$ cat src/rtl/simple_bus_arbiter.sv
// simple_bus_arbiter: round-robin arbiter multiplexing NUM_REQ valid/ready streams onto one bus, bursts of up to MAX_BURST beats
module simple_bus_arbiter #(
   parameter int NUM_REQ   = 4,
   parameter int DATA_W    = 8,
   parameter int MAX_BURST = 4
) (
   input  logic                      clk,
   input  logic                      rst_n,
   input  logic [NUM_REQ-1:0]        req_valid,
   input  logic [NUM_REQ*DATA_W-1:0] req_data,
   output logic [NUM_REQ-1:0]        req_ready,
   output logic [DATA_W-1:0]         bus_data,
   output logic                      bus_valid,
   input  logic                      bus_ready,
   output logic [NUM_REQ-1:0]        grant,
   output logic                      busy
);
   localparam int PW = $clog2(NUM_REQ);
   localparam int BW = $clog2(MAX_BURST + 1);
   typedef enum logic {IDLE, GRANT} state_t;
   state_t             state_q, state_d;
   logic [NUM_REQ-1:0] grant_q, grant_d;
   logic [PW-1:0]      gidx_q, gidx_d, rr_q, rr_d, idx, sel;
   logic [BW-1:0]      beat_q, beat_d;
   logic               found, beat;
   assign grant     = grant_q;
   assign busy      = state_q == GRANT;
   assign bus_valid = busy & req_valid[gidx_q];
   assign bus_data  = busy ? req_data[gidx_q*DATA_W +: DATA_W] : '0;
   assign req_ready = busy ? (grant_q & {NUM_REQ{bus_ready}}) : '0;
   assign beat      = bus_valid & bus_ready;
   // first requester at or after rr_q, wrapping
   always_comb begin
      found = 1'b0;
      sel   = '0;
      idx   = '0;
      for (int i = 0; i < NUM_REQ; i++) begin
         idx = PW'((int'(rr_q) + i) % NUM_REQ);
         if (!found && req_valid[idx]) begin
            found = 1'b1;
            sel   = idx;
         end
      end
   end
   always_comb begin
      state_d = state_q;
      grant_d = grant_q;
      gidx_d  = gidx_q;
      rr_d    = rr_q;
      beat_d  = beat_q;
      if (state_q == IDLE) begin
         if (found) begin
            state_d = GRANT;
            grant_d = {{(NUM_REQ-1){1'b0}}, 1'b1} << sel;
            gidx_d  = sel;
            beat_d  = '0;
         end
      end else if (!req_valid[gidx_q] || (beat && beat_q == BW'(MAX_BURST - 1))) begin
         state_d = IDLE;
         grant_d = '0;
         beat_d  = '0;
         rr_d    = PW'((int'(gidx_q) + 1) % NUM_REQ);
      end else if (beat) begin
         beat_d = beat_q + 1'b1;
      end
   end
   always_ff @(posedge clk or negedge rst_n) begin
      if (!rst_n) begin
         state_q <= IDLE;
         grant_q <= '0;
         gidx_q  <= '0;
         rr_q    <= '0;
         beat_q  <= '0;
      end else begin
         state_q <= state_d;
         grant_q <= grant_d;
         gidx_q  <= gidx_d;
         rr_q    <= rr_d;
         beat_q  <= beat_d;
      end
   end
endmodule

$ cat config.mk
export PLATFORM = sky130hd
export DESIGN_NAME = simple_bus_arbiter
export DESIGN_NICKNAME = d
export VERILOG_FILES = /design/src/rtl/simple_bus_arbiter.sv
export SDC_FILE = /design/constraint.sdc
export NUM_CORES = 1
export LEC_CHECK = 0
export ABC_AREA = 0
export BUFFER_PORTS_ARGS = -buffer_cell sky130_fd_sc_hd__buf_4
export CAP_MARGIN = 20
export CORE_MARGIN = 3
export CORE_UTILIZATION = 38
export CTS_BUF_LIST = sky130_fd_sc_hd__clkbuf_2 sky130_fd_sc_hd__clkbuf_4 sky130_fd_sc_hd__clkbuf_8
export DETAILED_ROUTE_END_ITERATION = 8
export GPL_ROUTABILITY_DRIVEN = 0
export PLACE_DENSITY = 0.77
export SETUP_SLACK_MARGIN = 0.5
export SYNTH_ARGS = -nofsm -noshare
export SYNTH_HDL_FRONTEND = slang
export SYNTH_SLANG_ARGS = --single-unit
$ cat constraint.sdc
create_clock -name clk -period 1.8 [get_ports clk]
set_input_delay 0.36 -clock clk [delete_from_list [all_inputs] [get_ports clk]]
set_output_delay 0.36 -clock clk [all_outputs]
set_load 0.02 [all_outputs]
==> results of run 1 <==
-- metrics by stage --
step / hold WS (ps) / utilization, %
6_report: 465 / 76.7
5_1_grt: 474 / 76.7
4_1_cts: 460 / 74.6
3_5_place_dp: 206 / 63.4
3_3_place_gp: 203 / 63.4
2_1_floorplan: 64.4 / -
-- what timing repair did --
| action | 4_1_cts | 5_1_grt |
|---|---|---|
| buffers inserted | 9 | 1 |
| pin swaps | 6 | 1 |
| endpoints found under the setup margin | 26 | 26 |
| hold endpoints to repair | 12 | 0 |
| hold buffers | 1 | 0 |
| resized for setup | 34 | 11 |
-- state kept, by name, indices dropped and copies added (netlist names) --
name	cells
grant	4
rr_q	2
gidx_q	2
beat_q	3
busy	1
-- layer usage --
metal | share of wire (%) | track usage, % | wire length [um] | vias to the layer above
met5 | 0 | 0 | 0 | -
met4 | 1.3 | 6.88 | 40 | 0
met3 | 12 | 3.75 | 389 | 5
met2 | 52 | 40.4 | 1650 | 65
met1 | 34 | 23.6 | 1080 | 495
li1 | - | - | - | 460
-- layout make-up --
cell class                 count  area, sq um  area share [%]
multi-input combinational     66          709            41.4
timing repair buffer          72          628            36.7
sequential                    12          304            17.8
tap                           28         35.0            2.05
clock buffer                   3         22.5            1.31
inverter                       3         13.8           0.804
-- report_power, final --
group / internal [mW] / total, mW / switching, mW
sequential: 0.398 / 0.531 / 0.133
combinational: 1.24 / 2.16 / 0.925
clock: 0.0774 / 0.158 / 0.0809
total: 1.71 / 2.85 / 1.14
-- cells by family after synthesis --
logic type / after synthesis
adder cells (fa/ha/maj): 2
AO/OA/AOI/OAI: 17
multiplexers: 13
XOR/XNOR: 1
flip-flops: 12
buffers and inverters: 7
AND/OR/NAND/NOR: 33
-- layout by cell type, fill, tap and decap left out, types with 2 or more instances in the layout --
| master | n |
|---|---|
| a22o_1 | 2 |
| nor2_1 | 5 |
| o21ai_1 | 2 |
| o21ai_0 | 2 |
| dfrtp_2 | 3 |
| nand2b_1 | 3 |
| mux4_2 | 9 |
| nand2_4 | 2 |
| buf_4 | 49 |
| a21oi_1 | 2 |
| o2bb2ai_2 | 2 |
| ha_1 | 2 |
| nand2_1 | 3 |
| and3_4 | 4 |
| clkbuf_4 | 3 |
| mux2_4 | 4 |
| inv_1 | 2 |
| dfrtp_1 | 9 |
| buf_6 | 20 |
| and2_4 | 8 |
-- critical path: cells and delay by family (launching register included) --
family                 cells  cell delay, ps
buffers and inverters      3             290
and+or+nand+nor            1             100
muxes                      1             560
DFF                        1             380
-- worst paths after layout --
| kind | from | end |
|---|---|---|
| setup / recovery | gidx_q[0] | bus_valid |
| setup reg to reg | gidx_q[0] | beat_q[0] |
| min in group clk | beat_q[2] | beat_q[2] |
| hold / removal | rst_n | beat_q[1] |
| hold reg to reg | beat_q[2] | beat_q[2] |
| max in group asynchronous | rst_n | rr_q[0] |
==> impl_metrics.py, run 1 <==
metrics = {
    "status": {
        "status": "finished with violations",
        "violations": "negative setup slack",
    },
    "run": {
        "drv_cap": 0,
    },
    "synth": {
        "ys_ff_latch": 12,
        "synth_cells": 85,
        "synth_top_area_share_pct": 33.0,
        "synth_commonest_cells": "dfrtp_1, mux4_2, and2_1",
        "synth_seq_area_share_pct": 33.0,
        "synthTopCellsByArea": "dfrtp_1, mux4_2, and2_1",
        "ys_warn_count": 0,
        "ys_types": 27,
        "synthSimpleGateAreaFrac_pct": 19.7,
        "async_reset_ff_share_pct": 100,
        "yosysTopAreaCell": "dfrtp_1",
        "ys.flop_type": "dfrtp_1",
        "netlist_area_sq_um": 910,
        "synth_fa_ha_area_share_pct": 2.75,
        "synth_edf_count": 0,
        "synth-xor-area-share_pct": 0.963,
        "synth-compound-area-share_pct": 13.3,
        "yosys-mux-area-fraction_pct": 27.2,
        "synth_fp_nets": 126,
        "synth_top_family_by_area": "multiplexers",
        "yosysMostFrequentCell": "dfrtp_1",
        "avgSynthCellArea_sq_um": 10.7,
    },
    "final_layout": {
        "diodes": 0,
        "fillers": 152,
        "nNetsFinal": 199,
        "stdcell_count": 184,
        "areaGrowthSynthToFinish_pct": 88.3,
        "drive_above_1_share_pct": 72.4,
        "final_area_sq_mm": 0.00171,
    },
    "drt": {
        "via_count": 1025,
        "ant_nets": 0,
        "drtIter0Drc": 8,
        "wl_per_cell_um": 17.1,
        "avgViaCountPerCell": 5.57,
        "drt_pre_antenna_iters": 5,
        "drt-total-wl_mm": 3.15,
        "route.detailed.drc": 0,
    },
    "critical_path": {
        "cp_common_cell": "buf_6",
        "rr_worst_depth": 7,
        "ff2ff_setup_slack_ps": -100,
        "cp-end-kind": "output port",
        "slowest_stage": "mux4_2",
        "required_ps": 1440,
        "slowest_delay_ps": 560,
        "crit_fanout": 5,
        "crit_arrival_ps": 1610,
        "start_kind": "flop",
        "crit_chain": "buf_6, mux4_2, nand2_4, inv_4, buf_6",
        "critPathKind": "flop to output port",
    },
    "timing": {
        "layout_setup_ws_ps": -168,
        "relSlewSlack_pct": 80.2,
        "tns_ps": -1530,
        "setup_violations": 13,
        "rsz0062_at_grt": "yes",
        "worst_slew_pin_slew_ps": 296,
        "period_share_pct": 109,
        "maxSlewViolCount": 0,
        "finClkSkew_ps": 1.01,
        "hold_viol": 0,
        "max_freq_ghz": 0.508,
        "period_needed_ps": 1970,
    },
    "pwr": {
        "report.power.total_mw": 2.85,
        "power_leakage_nw": 0.829,
        "peakVddDrop_v": 0.000973,
        "p_per_area_mw_per_mm2": 1670,
    },
    "global_routing": {
        "grt_antenna_before_repair": 0,
        "grt_pass1_wl_mm": 4.57,
        "grt_remaining_overflow": 0,
        "grt_max_degree": 13,
        "grt_pass1_vias": 1050,
        "grt_usage_pct": 21.2,
    },
    "die": {
        "fp.dieW_um": 54.9,
        "start_util_pct": 40.7,
        "core_area_sq_mm": 0.00223,
        "ioPinCount": 57,
        "die-area_sq_mm": 0.00302,
        "die-height_um": 54.9,
        "rows": 17,
    },
    "placement": {
        "post-place-ws_ps": 85.0,
        "dpl.hpwl_mm": 2.14,
        "post-place-cells": 170,
        "port_buffers": 56,
        "dpl_cell_area_sq_mm": 0.00142,
    },
    "hold_path": {
        "hold_class": "input pin to async pin",
    },
    "clocking": {
        "cts-root-buf": "clkbuf_4",
        "htreeDepth": 1,
        "cts_buffers": 3,
        "insertion_delay_ps": 270,
        "clock-sinks": 12,
        "cts_tree": "yes",
        "clkTransAtPathRegs_ps": 70,
        "cts.path.max_buffers": 2,
    },
}
(Power assumes the default switching activity.)
==> run 2: changes to the inputs <==
- PLACE_DENSITY: 0.77 -> 0.75
- SKIP_CTS_REPAIR_TIMING: not set -> 1
- clock period: 1.8 -> 2.26 ns (I/O delays scaled with it)
==> impl_metrics.py, run 2 (synthesized netlist as in run 1, its figures left out) <==
metrics = {
    "critical_path": {
        "critPathKind": "flop to output port",
        "slowest_delay_ps": 500,
        "cp-end-kind": "output port",
        "crit_arrival_ps": 1670,
        "required_ps": 1810,
        "path_buf_inv": 2,
        "crit_fanout": 6,
        "crit_chain": "buf_12, mux4_2, and2_4, buf_6",
        "slowest_stage": "mux4_2",
        "crit_family": "multiplexers",
        "start_kind": "flop",
        "ff2ff_setup_slack_ps": 530,
    },
    "hold_path": {
        "hold_class": "input pin to async pin",
    },
    "clocking": {
        "cts-root-buf": "clkbuf_4",
        "htreeDepth": 1,
        "cts.path.max_buffers": 2,
        "clock-sinks": 12,
        "insertion_delay_ps": 270,
        "cts_tree": "yes",
        "clkTransAtPathRegs_ps": 70,
        "cts_buffers": 3,
    },
    "final_layout": {
        "largest_register_ffs": 4,
        "final_area_sq_mm": 0.00148,
        "nNetsFinal": 188,
        "final_common_cell": "buf_4",
        "stdcell_count": 173,
        "areaGrowthSynthToFinish_pct": 62.2,
        "drive_above_1_share_pct": 60.7,
        "diodes": 0,
        "final_cell_mix": "buf_4, mux4_2, dfrtp_1",
    },
    "global_routing": {
        "grt_usage_pct": 17.4,
        "grt_pass1_wl_mm": 3.75,
        "grt_antenna_before_repair": 0,
        "grt_pass1_vias": 862,
        "grt_max_degree": 21,
        "grt_remaining_overflow": 0,
    },
    "timing": {
        "finClkSkew_ps": 4.93,
        "period_share_pct": 93.7,
        "worst_slew_pin_slew_ps": 392,
        "relSlewSlack_pct": 73.6,
        "whs_ps": 6.58,
        "period_needed_ps": 2120,
        "max_freq_ghz": 0.472,
        "hold_viol": 0,
        "rsz0062_at_grt": "yes",
        "maxSlewViolCount": 0,
        "setup_violations": 0,
    },
    "status": {
        "status": "completed",
    },
    "drt": {
        "wl_per_cell_um": 15.3,
        "drt-total-wl_mm": 2.65,
        "route.detailed.drc": 0,
        "ant_nets": 0,
        "avgViaCountPerCell": 5.37,
        "drtIter0Drc": 24,
        "via_count": 929,
        "drt_pre_antenna_iters": 4,
    },
    "die": {
        "core_area_sq_mm": 0.00223,
        "start_util_pct": 40.7,
        "ioPinCount": 57,
        "fp.dieW_um": 54.9,
        "die-height_um": 54.9,
        "die-area_sq_mm": 0.00302,
        "rows": 17,
    },
    "run": {
        "drv_cap": 0,
    },
    "placement": {
        "dpl.hpwl_mm": 2.03,
        "dpl_cell_area_sq_mm": 0.00136,
        "post-place-cells": 167,
        "port_buffers": 56,
    },
    "pwr": {
        "p_per_area_mw_per_mm2": 1280,
        "peakVddDrop_v": 0.000754,
        "report.power.total_mw": 1.89,
        "power_leakage_nw": 0.733,
    },
}
[run 2: cell type report]
type,instances,area [sq um]
clock buffer,3,22.5
tap,28,35.0
sequential,12,307
multi-input combinational,66,599
timing repair buffer,61,500
inverter,3,11.3
fill,179,758
[run 2: worst register-to-register path, stage by stage (launching register included)]
cell     delay (ps)
dfrtp_4         520
mux4_2          380
nand2_1          80
o21ai_1         270
mux2_2          370
[run 2: power by group]
| part | internal (mW) | leakage [nW] | switching (mW) |
|---|---|---|---|
| registers | 0.321 | 0.149 | 0.168 |
| clock network | 0.0617 | 0.0138 | 0.0647 |
| logic | 0.731 | 0.571 | 0.541 |
| total | 1.11 | 0.733 | 0.774 |
[run 2: path summary, 6_finish.rpt]
check,startpoint,cells past startpoint,endpoint
setup reg to reg,gidx_q[0],4,beat_q[2]
min in group clk,beat_q[2],1,beat_q[2]
hold / removal,rst_n,1,grant[3]
setup / recovery,gidx_q[0],4,bus_data[0]
hold reg to reg,beat_q[2],1,beat_q[2]
max in group asynchronous,rst_n,1,gidx_q[0]
[run 2: routing by layer]
layer | global-route usage [%] | up-vias | part of all wire [%]
li1 | - | 441 | -
met1 | 23.1 | 451 | 38
met2 | 29.7 | 35 | 55
met3 | 2.14 | 2 | 6.5
met4 | 4.86 | 0 | 0.72
met5 | 0 | - | 0
[run 2: through the flow]
step | setup WS, ps | setup TNS, ps | utilization (%)
after floorplan | 524 | 0 | -
after global placement | 182 | 0 | 61.1
after detailed placement | 125 | 0 | 61.1
after CTS | -185 | -1190 | 62.1
after global routing | 103 | 0 | 66.1
final | 142 | 0 | 66.1
==> run 3: changes to the inputs <==
- CORE_UTILIZATION: 38 -> 44
- PLACE_DENSITY: 0.75 -> 0.84
- RECOVER_POWER: not set -> 100
==> impl_metrics.py, run 3 (synthesized netlist as in run 1, its figures left out) <==
metrics = {
    "status": {
        "status": "completed",
    },
    "pwr": {
        "report.power.total_mw": 1.67,
        "peakVddDrop_v": 0.000806,
        "clock_power_share_pct": 10.3,
        "pwr-share-comb_pct": 62.4,
        "power.share.sequential_pct": 27.2,
        "power_leakage_nw": 0.655,
        "p_per_area_mw_per_mm2": 1230,
        "p_int_uw": 932,
        "p_switching_uw": 741,
        "p_sw_share_pct": 44.3,
    },
    "global_routing": {
        "grt_usage_pct": 21.5,
        "grt_remaining_overflow": 0,
        "grt_max_degree": 21,
        "grt_antenna_before_repair": 0,
        "grt_pass1_vias": 966,
        "grt_pass1_wl_mm": 4.14,
    },
    "drt": {
        "route.detailed.drc": 0,
        "avgViaCountPerCell": 5.31,
        "drt-total-wl_mm": 2.61,
        "ant_nets": 0,
        "drtIter0Drc": 13,
        "drt_pre_antenna_iters": 5,
        "wl_per_cell_um": 15.5,
        "via_count": 892,
    },
    "critical_path": {
        "cp-end-kind": "output port",
        "rr_worst_depth": 5,
        "crit_fanout": 12,
        "required_ps": 1810,
        "critPathKind": "flop to output port",
        "crit_arrival_ps": 1700,
        "start_kind": "flop",
    },
    "final_layout": {
        "final_common_cell": "buf_4",
        "final_cell_mix": "buf_4, dfrtp_1, clkbuf_1",
        "nNetsFinal": 185,
        "drive_above_1_share_pct": 46.2,
        "areaGrowthSynthToFinish_pct": 49.9,
        "diodes": 0,
        "largest_register_ffs": 4,
    },
    "hold_path": {
        "hold_class": "input pin to flop",
        "whs_path_depth": 3,
    },
    "timing": {
        "finClkSkew_ps": 13.2,
        "setup_violations": 0,
        "max_freq_ghz": 0.465,
        "relSlewSlack_pct": 54.8,
        "tns_ps": 0,
        "hold_viol": 0,
        "maxSlewViolCount": 0,
        "period_share_pct": 95.1,
        "rsz0062_at_grt": "yes",
        "period_needed_ps": 2150,
        "worst_slew_pin_slew_ps": 679,
    },
    "die": {
        "ioPinCount": 57,
        "core_area_sq_mm": 0.00184,
        "die-area_sq_mm": 0.00265,
        "rows": 15,
        "die-height_um": 51.5,
        "start_util_pct": 49.5,
        "fp.dieW_um": 51.5,
    },
    "clocking": {
        "insertion_delay_ps": 280,
        "cts-root-buf": "clkbuf_4",
        "clock-sinks": 12,
        "cts.path.max_buffers": 2,
        "htreeDepth": 1,
        "cts_tree": "yes",
        "clkTransAtPathRegs_ps": 80,
        "cts_buffers": 3,
    },
    "placement": {
        "port_buffers": 56,
        "dpl.hpwl_mm": 2.16,
    },
    "run": {
        "drv_cap": 0,
    },
}
[run 3: changes by cell type in the layout (fill, tap and decap cells not counted), moves of 2 or more]
cell      change
and2_0        +4
and2_1        +3
and2_4        -7
buf_4        -11
buf_6         -8
clkbuf_1     +11
clkbuf_2      +3
dfrtp_1       +2
[run 3: power groups by stage]
stage	logic (mW)	registers, mW	clock network (mW)
2_1_floorplan	0.725	0.437	0
3_3_place_gp	1.10	0.451	0
3_5_place_dp	1.12	0.456	0
4_1_cts	1.13	0.451	0.179
5_1_grt	1.14	0.480	0.190
6_report	1.04	0.456	0.173
[run 3: per-layer routing]
metal	part of all wire (%)	track usage, %	wire length [um]
met5	0	0	0
met4	1.8	8.30	46
met3	3.4	5.83	89
met2	57	39.0	1500
met1	37	23.5	977
[run 3: final cells by class]
type                       instances  area [sq um]
clock buffer                       4          36.3
inverter                           3          11.3
fill                             158           475
tap                               25          31.3
timing repair buffer              58           399
multi-input combinational         66           584
sequential                        12           302
[run 3: critical path: stages (launching register included)]
cell and delay, ps:
dfrtp_1 380, buf_12 160, mux4_2 560, nand2_2 110, inv_1 50, buf_2 150
[run 3: worst paths after layout]
kind	end	startpoint	slack, ps
worst max-delay path	bus_valid	gidx_q[0]	110
worst min-delay path	busy	req_valid[2]	520
worst max register to register	beat_q[2]	gidx_q[0]	340
worst min register to register	grant[2]	grant[2]	520
max in group asynchronous	gidx_q[1]	rst_n	1080
min in group asynchronous	busy	rst_n	710
[run 3: per-stage QoR]
step | setup slack, ps | hold slack [ps] | instances | utilization, % | area (sq um)
after detailed placement | 303 | 300 | 163 | 74.2 | 1370
after global placement | 378 | 298 | 163 | 74.2 | 1370
after global routing | 35.3 | 545 | 168 | 74.1 | 1360
final | 112 | 519 | 168 | 74.1 | 1360
after floorplan | 524 | 156 | 85 | - | 916
after CTS | 82.4 | -14.7 | 167 | 76.2 | 1400
